===== config.mk =====
export PLATFORM = sky130hd
export DESIGN_NAME = shared_reg_arbiter
export DESIGN_NICKNAME = d
export VERILOG_FILES = /design/src/rtl/shared_reg_arbiter.sv
export SDC_FILE = /design/constraint.sdc
export NUM_CORES = 1
export LEC_CHECK = 0
export CAP_MARGIN = 20
export CORE_ASPECT_RATIO = 1.5
export CORE_MARGIN = 5
export CORE_UTILIZATION = 35
export CTS_CLUSTER_DIAMETER = 30
export CTS_CLUSTER_SIZE = 25
export DETAILED_ROUTE_END_ITERATION = 6
export GPL_TIMING_DRIVEN = 0
export PLACE_DENSITY_LB_ADDON = 0.08
export SYNTH_ARGS = -nofsm -noshare
export SYNTH_HDL_FRONTEND = slang
export SYNTH_SLANG_ARGS = --single-unit

===== constraint.sdc =====
create_clock -name clk -period 3.4 [get_ports clk]
set_clock_uncertainty 0.15 [all_clocks]
set_input_delay 0.68 -clock clk [delete_from_list [all_inputs] [get_ports clk]]
set_output_delay 0.68 -clock clk [all_outputs]
set_load 0.05 [all_outputs]

===== src/rtl/shared_reg_arbiter.sv =====
// Purpose: round-robin owner arbitration for one shared WIDTH-bit control register.
// Latency: req -> gnt one cycle; the owner's op -> q one cycle after gnt is visible.
// Backpressure: none; ops from non-owners are dropped, and the owner yields after MAX_HOLD cycles under contention.
module shared_reg_arbiter #(
   parameter int N_REQ    = 4,
   parameter int WIDTH    = 8,
   parameter int MAX_HOLD = 4
) (
   input  logic                       clk,
   input  logic                       rst_b,
   input  logic [N_REQ-1:0]           req,
   input  logic [2*N_REQ-1:0]         op,
   input  logic [WIDTH*N_REQ-1:0]     wdata,
   output logic [N_REQ-1:0]           gnt,
   output logic                       gnt_vld,
   output logic [$clog2(N_REQ)-1:0]   gnt_id,
   output logic [WIDTH-1:0]           q
);

   localparam int IW = $clog2(N_REQ);
   localparam int HW = (MAX_HOLD > 1) ? $clog2(MAX_HOLD) : 1;
   localparam logic [HW-1:0] HOLD_LAST = HW'(MAX_HOLD - 1);
   localparam logic [IW-1:0] LAST_ID   = IW'(N_REQ - 1);

   typedef enum logic {S_IDLE, S_GRANT} state_t;

   state_t           state_q;
   logic [IW-1:0]    ptr_q;
   logic [IW-1:0]    gnt_id_q;
   logic [HW-1:0]    hold_cnt_q;
   logic [N_REQ-1:0] gnt_q;
   logic             gnt_vld_q;
   logic [WIDTH-1:0] data_q;
   logic [WIDTH-1:0] data_d;

   logic             owner_req;
   logic             others_req;
   logic             rearb;
   logic             found;
   logic [IW-1:0]    win_id;
   logic [IW-1:0]    win_nxt;
   logic [IW-1:0]    idx;
   logic [1:0]       cur_op;
   logic [WIDTH-1:0] cur_wd;

   assign owner_req  = req[gnt_id_q];
   assign others_req = |(req & ~gnt_q);
   assign cur_op     = op[2*gnt_id_q +: 2];
   assign cur_wd     = wdata[WIDTH*gnt_id_q +: WIDTH];

   // Re-arbitrate when idle, or when the owner drops req or has used its hold budget while others wait.
   always_comb begin
      rearb = 1'b1;
      if (state_q == S_GRANT) begin
         rearb = !owner_req || ((hold_cnt_q == HOLD_LAST) && others_req);
      end
   end

   // Circular scan of req starting at the round-robin pointer.
   always_comb begin
      found  = 1'b0;
      win_id = '0;
      idx    = '0;
      for (int off = 0; off < N_REQ; off++) begin
         idx = IW'((int'(ptr_q) + off) % N_REQ);
         if (!found && req[idx]) begin
            found  = 1'b1;
            win_id = idx;
         end
      end
      win_nxt = (win_id == LAST_ID) ? '0 : win_id + 1'b1;
   end

   // Owner FSM: grant, pointer and hold counter, all registered.
   always_ff @(posedge clk) begin
      if (!rst_b) begin
         state_q    <= S_IDLE;
         gnt_q      <= '0;
         gnt_vld_q  <= 1'b0;
         gnt_id_q   <= '0;
         ptr_q      <= '0;
         hold_cnt_q <= '0;
      end else if (rearb) begin
         hold_cnt_q <= '0;
         if (found) begin
            state_q   <= S_GRANT;
            gnt_q     <= {{(N_REQ-1){1'b0}}, 1'b1} << win_id;
            gnt_vld_q <= 1'b1;
            gnt_id_q  <= win_id;
            ptr_q     <= win_nxt;
         end else begin
            state_q   <= S_IDLE;
            gnt_q     <= '0;
            gnt_vld_q <= 1'b0;
            gnt_id_q  <= '0;
         end
      end else if (hold_cnt_q != HOLD_LAST) begin
         hold_cnt_q <= hold_cnt_q + 1'b1;
      end
   end

   // Next register value: only the current owner, while still requesting, can change it.
   always_comb begin
      data_d = data_q;
      if ((state_q == S_GRANT) && owner_req) begin
         case (cur_op)
            2'b01:   data_d = cur_wd;
            2'b10:   data_d = '0;
            2'b11:   data_d = '1;
            default: data_d = data_q;
         endcase
      end
   end

   // Shared register flop; reset discards any op pending in the same cycle.
   always_ff @(posedge clk) begin
      if (!rst_b) begin
         data_q <= '0;
      end else begin
         data_q <= data_d;
      end
   end

   assign gnt     = gnt_q;
   assign gnt_vld = gnt_vld_q;
   assign gnt_id  = gnt_id_q;
   assign q       = data_q;

endmodule


== After elaboration in Yosys (flattened, before gate mapping) ==
Index checks and enable logic that the tools add are counted.

* Logic and storage cells: 67
* Register bits: 19
* Bits of input ports: 46
* Output and inout bits: 15

* $lt $le $gt $ge: 5
* Mux-type cells: 24
* Equality and inequality tests: 6
* Bitwise logic cells: 3
* Shift-type cells: 3
* Add/subtract/negate cells: 5
* Reduce and logical (&&, ||, !) cells: 15

{| class="wikitable"
|+ Operators by type and width
! cell !! count
|-
| $shiftx 32x6->8 || 1
|-
| $pmux 8 s3 || 1
|-
| $lt 2x3->1 const B || 5
|-
| $mux 2 || 6
|-
| $mux 1 || 11
|-
| $bmux 1 s2 || 5
|-
| $eq 2x2->1 const B || 4
|-
| $shiftx 8x4->2 || 1
|-
| $add 2x1->2 const B || 3
|-
| $logic_and 1x1->1 || 5
|-
| $add 2x2->2 const B || 2
|-
| $and 4x4->4 || 1
|-
| $logic_not 1->1 || 4
|-
| $mux 4 || 1
|-
| $not 4->4 || 1
|-
| $reduce_and 2->1 || 2
|-
| $reduce_or 4->1 || 1
|-
| $shl 1x2->4 const A || 1
|-
| $reduce_bool 3->1 || 1
|-
| $eq 2x1->1 const B || 1
|-
| $ne 2x2->1 const B || 1
|-
| $reduce_or 2->1 || 1
|-
| $logic_or 1x1->1 || 1
|-
| $not 1->1 || 1
|}

== Longest topological paths before layout ==
Gate-level depths: netlist (run 1).

* Depth after elaboration: 14
* Mapped depth: 7
* Gate-level depth less buffers: 6

== Least setup slack after synthesis (run 1) ==
No wires, ideal clock.

* Kind: register to register
* Start point: register gnt_id_q[1] (netlist: gnt_id[1])
* End point: register data_q[0] (netlist: q[0])
* Library setup time: 0.073 ns
* Data required time: 3.177 ns
* Setup slack: 1.180 ns
* Stages on the path, launching flop included: 6
* Arrival time: 1.997 ns
* Period minus slack after synthesis: 2.220 ns
* Buffers on the path: 1
* Path through: dfxtp_1 -> buf_1 -> mux4_1 -> or2_4 -> a21boi_4 -> o2bb2ai_1

* Longest elaborated chain between the ends: 4
* Elaborated cells on any way between the ends: 11
* Those cells by class: 3 x eq/ne; 2 x shift; 3 x mux; 3 x reduce/logical

{| class="wikitable"
|+ Ends and longest elaborated chain
! element !! RTL line !! RTL
|-
| start, declared || 29 || <nowiki>logic [IW-1:0] gnt_id_q;</nowiki>
|-
| start signal, assigned || 89 || <nowiki>gnt_id_q <= win_id;</nowiki>
|-
| $shiftx 8x4->2 / $bmux 1 s2 (equally long branches) || 48, 46 ||
|-
| $eq 2x2->1 (tied with other cells) || 106 || <nowiki>case (cur_op)</nowiki>
|-
| $reduce_bool 3->1 (no line) / $logic_and 1x1->1 (equally long branches) || n/a ||
|-
| $reduce_and 2->1 (no line) || n/a ||
|-
| end signal, assigned || 120 || <nowiki>data_q <= data_d;</nowiki>
|-
| end, declared || 33 || <nowiki>logic [WIDTH-1:0] data_q;</nowiki>
|}

Parallel ways exist; a longest one is shown, timed or not. The select of a mux whose other input is x is not followed.
A chain may end at the register's enable or synchronous reset.

== Final worst setup path (run 1) ==
* Start point: input req[3]
* End point: register gnt_q[0] (netlist: gnt[0])

* Longest elaborated chain between the ends: 14
* Elaborated cells on any way between the ends: 32
* Those cells by class: 1 x shift; 20 x mux; 1 x bitwise; 10 x reduce/logical

{| class="wikitable"
|+ Ends and longest elaborated chain
! element !! RTL line !! RTL
|-
| start, declared || 11 || <nowiki>input logic [N_REQ-1:0] req,</nowiki>
|-
| $bmux 1 s2 || 66 || <nowiki>if (!found && req[idx]) begin</nowiki>
|-
| $mux 1 (not written as such) || 66 ||
|-
| $mux 1 || 66 ||
|-
| $logic_not 1->1 || 66 ||
|-
| $logic_and 1x1->1 || 66 ||
|-
| $mux 1 || 66 ||
|-
| $logic_not 1->1 || 66 ||
|-
| $logic_and 1x1->1 || 66 ||
|-
| $mux 1 || 66 ||
|-
| $logic_not 1->1 || 66 ||
|-
| $logic_and 1x1->1 || 66 ||
|-
| $mux 2 || 66 ||
|-
| $shl 1x2->4 || 87 || <nowiki>gnt_q <= {{(N_REQ-1){1'b0}}, 1'b1} << win_id;</nowiki>
|-
| $mux 4 || 85 || <nowiki>if (found) begin</nowiki>
|-
| end signal, assigned || 87 ||
|-
| end, declared || 31 || <nowiki>logic [N_REQ-1:0] gnt_q;</nowiki>
|}

Parallel ways exist; a longest one is shown, timed or not. The select of a mux whose other input is x is not followed.

==> results.txt, run 1 <==
Commonest cells in the netlist: dfxtp_1, nor2_1, mux4_2
CTS tree: yes
Pin count of the biggest net entering global routing: 13
Setup TNS: 0 ps
CP required: 3400 ps
Main flop type after synthesis: dfxtp_1
Routed len/inst: 16.5 um
CP max stage cell: clkdlybuf4s50_1
CP endpoint kind: flop
RSZ-0062 raised after global routing: no
Reg area: 380 um2
DRT Pass-1 Iters: 4
Worst stage delay on the critical path: 590 ps
Critical path arrival: 2640 ps
Area of the multi-input gates: 731 um2
Leakage: 0.000676 uW
Clock transition at path regs: 80 ps
Ys async rst share: 0%
Final setup vio count: 0
Place WS: 455 ps
# DRC: 0
Synth cell types: 32
Worst-Margin Slew: 606 ps
Clk buf depth: 2
Cell Area, Synth: 1150 um2
Via density per instance: 5.20
Share of the synthesized area in the top cell type: 33.0%
Min-delay worst type: reg2reg
Min Tclk post-route: 2640 ps
First-pass GRT wire length: 5860 um
I/O pin count: 61
Final Max Slew Viols: 0
Vias in the first global route: 1231
Via count: 1082
IO buf count: 60
Synth area leader: dfxtp_1
Critical-path cell list: clkdlybuf4s50_1 > nand2b_1 > a21boi_0 > nor3_1 > inv_1 > ha_1 > a32o_1
Mapped Cells: 104
Initial DRC count: 26
Layout cells sized above 1: 11.9%
Area delta synth->final: 60.6%
Final HPWL DP: 2850 um
All-Layer GR Usage: 16.0%
Final RePlAce weighted congestion: 0.815
Ranking of synthesized cells by area: dfxtp_1, mux4_2, o2bb2ai_1, ha_1, a32o_1
Hold Violations, Final: 0
Type of the worst setup path: in2reg
Sequential area share after synthesis: 33.0%
Final period utilization: 77.6%
Post-synth EDFFs: 0
Die area: 4570 um2
Max Cap Violations: 0
Synth warnings: 0
Synthesis-stage register bit count: 19
Final WS setup: 761 ps
Most numerous cell in the Yosys netlist: dfxtp_1
Initial Util: 36.5%
WL final: 3430 um
Setup bufs post-CTS: 0
Tot Pwr: 829 uW
CP max FO: 7
Fill cells: 273
Outcome: complete, no violations
Initial antenna violation count: 0
Antenna-violating nets left: 0
Clock Sinks: 19
FP Rows: 25
Synthesized Nets: 155
Clk_lat worst skew: 260 ps
H-tree levels: 1
Clk root buf: clkbuf_8
Diode count: 0
Relative slew slack: 59.3%
Synthesized area per cell: 11.1 um2
Die span in x: 56.9 um
Num CTS Buffers: 3
Hold_buf cts: 0
Cell Pwr Density: 448 nW/um2
Crit start category: primary input
GRT Residual Overflow: 0
Nets@finish: 220
Core area: 3160 um2
Fmax: 379 MHz
Worst vdd ir: 273 uV
Post-CTS Resized: 0
Die extent in y: 80.3 um
==> area by class of cell <==
cell class | instances | area share, %
timing repair buffer | 60 | 32.4
clock inverter | 1 | 0.405
inverter | 3 | 0.608
buffer | 5 | 1.69
sequential | 19 | 20.5
tap | 40 | 2.70
clock buffer | 3 | 2.23
multi-input combinational | 77 | 39.4
==> logic make-up (layout without fill, tap and decap cells) <==
logic type                 after synthesis  in the layout  synth area share, %
adders and majority gates                5              5                 5.42
xor gates and xnor gates                 1              1                0.759
DFF                                     19             19                 33.0
buffers and inverters                    8             72                 3.69
AOI/OAI and AO/OA                       23             23                 18.1
and+or+nand+nor                         33             33                 14.9
muxes                                   15             15                 24.2
==> layer usage <==
metal	GRT usage [%]	share of wire (%)	vias to the layer above
met4	4.64	1.3	0
li1	-	-	527
met1	17.2	37	514
met3	3.05	5.5	5
met5	0	0	-
met2	31.1	56	36
==> report_power, final <==
part           total, uW  switching [uW]  internal, uW
registers            278            23.9           254
logic                390             204           186
clock network        162            79.0          82.5
total                829             307           523
==> worst max-delay path, delay by kind of cell <==
| kind | cells | cell delay [ps] |
|---|---|---|
| AND/OR/NAND/NOR | 2 | 660 |
| adder cells (fa/ha/maj) | 1 | 230 |
| buffers and inverters | 2 | 730 |
| AO/OA/AOI/OAI | 2 | 320 |
==> path summary, 6_finish.rpt <==
kind	from	cells past startpoint	slack, ps	end
max	req[3]	7	760	gnt[0]
min	q[6]	1	320	q[6]
max reg2reg	gnt_id[1]	5	1210	q[1]
min reg2reg	q[6]	1	320	q[6]
==> layout by cell type (no fill, tap or decap), drive strengths merged, types with 3 or more instances in the layout <==
master,n
nand2b,5
a32o,6
o2bb2ai,8
a21oi,4
clkbuf,4
clkdlybuf4s50,60
buf,4
inv,3
dfxtp,19
nand2,4
ha,5
nor2b,6
nor2,10
mux2i,5
mux4,10
==> flip-flops by register name (all words and copies together) (netlist names) <==
name,flops
gnt_vld,1
ptr_q,2
q,8
gnt_id,2
hold_cnt_q,2
gnt,4
==> metrics by stage <==
step                std cells  hold slack [ps]  util (%)  cell area [um2]
floorplan                 104              296         -             1150
finish                    208              319      58.7             1850
CTS                       208              323      58.7             1850
global placement          204              295      57.1             1800
detailed placement        204              299      57.1             1800
global route              208              343      58.7             1850
Power figures use the tool's default switching activity.
==> inputs of run 2 (changes only) <==
==> constraint.sdc (replaced) <==
create_clock -name clk -period 2.2 [get_ports clk]
set_clock_uncertainty 0.15 [all_clocks]
set_input_delay 0.44 -clock clk [delete_from_list [all_inputs] [get_ports clk]]
set_output_delay 0.44 -clock clk [all_outputs]
set_load 0.05 [all_outputs]
==> run 2 against run 1 <==
Effect of this change:
- via count up 2.5%
- setup slack worse by 710 ps
- hold slack worse by 7.2 ps
- first-iteration DRC count up 96%
- non-clock buffer count unchanged
- critical path type unchanged
- critical endpoint unchanged
==> results.txt, run 2 (synthesis gave the netlist of run 1 again) <==
Nets@finish: 220
Clk root buf: clkbuf_8
FP Rows: 25
Fmax: 466 MHz
Worst Setup SP: req[3]
Critical-path cell list: clkdlybuf4s50_1 > nand2b_1 > a21boi_0 > nor3_2 > inv_1 > ha_1 > a32o_1
Final RePlAce weighted congestion: 0.816
Setup TNS: 0 ps
Crit path buf inv count: 2
Initial antenna violation count: 0
Cell Pwr Density: 688 nW/um2
IO buf count: 60
Relative slew slack: 65.6%
DRT Pass-1 Iters: 5
Hold Violations, Final: 0
Crit start category: primary input
All-Layer GR Usage: 15.1%
Setup bufs post-CTS: 0
Die area: 4570 um2
I/O pin count: 61
Worst-Margin Slew: 514 ps
Type of the worst setup path: in2reg
Most frequent cells in the layout: clkdlybuf4s50_1, dfxtp_1, nor2_1
CTS tree: yes
Via count: 1109
Min-delay worst type: reg2reg
Tot Pwr: 1290 uW
Final setup vio count: 0
H-tree levels: 1
Final HPWL DP: 2630 um
Startpoint of the worst hold path: q[3]
Diode count: 0
# DRC: 0
RSZ-0062 raised after global routing: no
Initial Util: 36.5%
Vias in the first global route: 1116
Leakage: 0.000683 uW
Critical path arrival: 2160 ps
Clk_lat worst skew: 260 ps
Layout cells sized above 1: 15.5%
CP endpoint kind: flop
WL final: 3290 um
Routed len/inst: 15.8 um
CP delay by family, top: buffers and inverters
Antenna-violating nets left: 0
GRT Residual Overflow: 0
Crit Reg-Reg Startpoint: gnt_id[0]
Outcome: complete, no violations
CP max stage cell: clkdlybuf4s50_1
Via density per instance: 5.33
CP required: 2210 ps
Most common cell after layout, fill and taps aside: clkdlybuf4s50_1
CP max FO: 7
Num CTS Buffers: 3
Worst stage delay on the critical path: 600 ps
Initial DRC count: 51
Final Max Slew Viols: 0
Clock Sinks: 19
Area delta synth->final: 62.5%
Worst vdd ir: 440 uV
Pin count of the biggest net entering global routing: 13
Clock transition at path regs: 80 ps
Core area: 3160 um2
Die extent in y: 80.3 um
First-pass GRT wire length: 5440 um
Final period utilization: 97.5%
Max reg flops: 8
Die span in x: 56.9 um
Min Tclk post-route: 2150 ps
Clk buf depth: 2
Max Cap Violations: 0
-- run 2: cell counts in the layout (fill, tap and decap cells not counted) --
Identical to the previous run, type by type.
-- run 2: repair_timing --
action	in CTS	in global routing
resized for setup	2	2
setup endpoints to repair	11	10
endpoints found under the hold margin	0	0
pin swaps	0	1
hold buffers	0	0
-- run 2: path summary, 6_finish.rpt --
path,slack (ps),cells past startpoint,endpoint
setup reg to reg,220,5,q[6]
hold / removal,310,1,q[3]
hold reg to reg,310,1,q[3]
setup / recovery,50,7,gnt[0]
-- run 2: worst reg2reg max path: cells and delay by family, from the launching register on --
family / cells / cell delay [ps]
compound gates: 2 / 420
flops: 1 / 330
buf+inv: 1 / 110
mux: 1 / 610
simple gates: 1 / 280
-- run 2: report_power, final --
group / leakage, uW / switching (uW) / internal (uW)
Combinational: 0.000505 / 319 / 291
Sequential: 0.000156 / 34.6 / 394
Clock: 0.0000217 / 122 / 128
Total: 0.000683 / 476 / 813
-- run 2: per-stage QoR --
stage	area [um2]	hold WS, ps	util (%)	std cells	setup slack (ps)
final	1870	311	59.3	208	54.1
after global routing	1870	336	59.3	208	5.45
after CTS	1860	318	58.9	208	3.96
after detailed placement	1810	296	57.2	204	-431
after global placement	1810	294	57.2	204	-357
after floorplan	1160	296	-	104	158
-- run 2: area by class of cell --
class	instances	area, um2
fillers	272	1280
multi-input cells	77	748
repair buffers	60	601
flip-flops and latches	19	383
well taps	40	50.0
clock buffers	3	41.3
plain buffers	5	32.5
inverters	3	11.3
clock inverters	1	7.51
-- run 2: layer usage --
layer / track usage (%) / share of wire (%) / vias up
met2: 26.3 / 52 / 44
li1: - / - / 529
met3: 3.54 / 6.2 / 7
met4: 5.80 / 2.1 / 0
met5: 0 / 0 / -
met1: 17.8 / 40 / 529
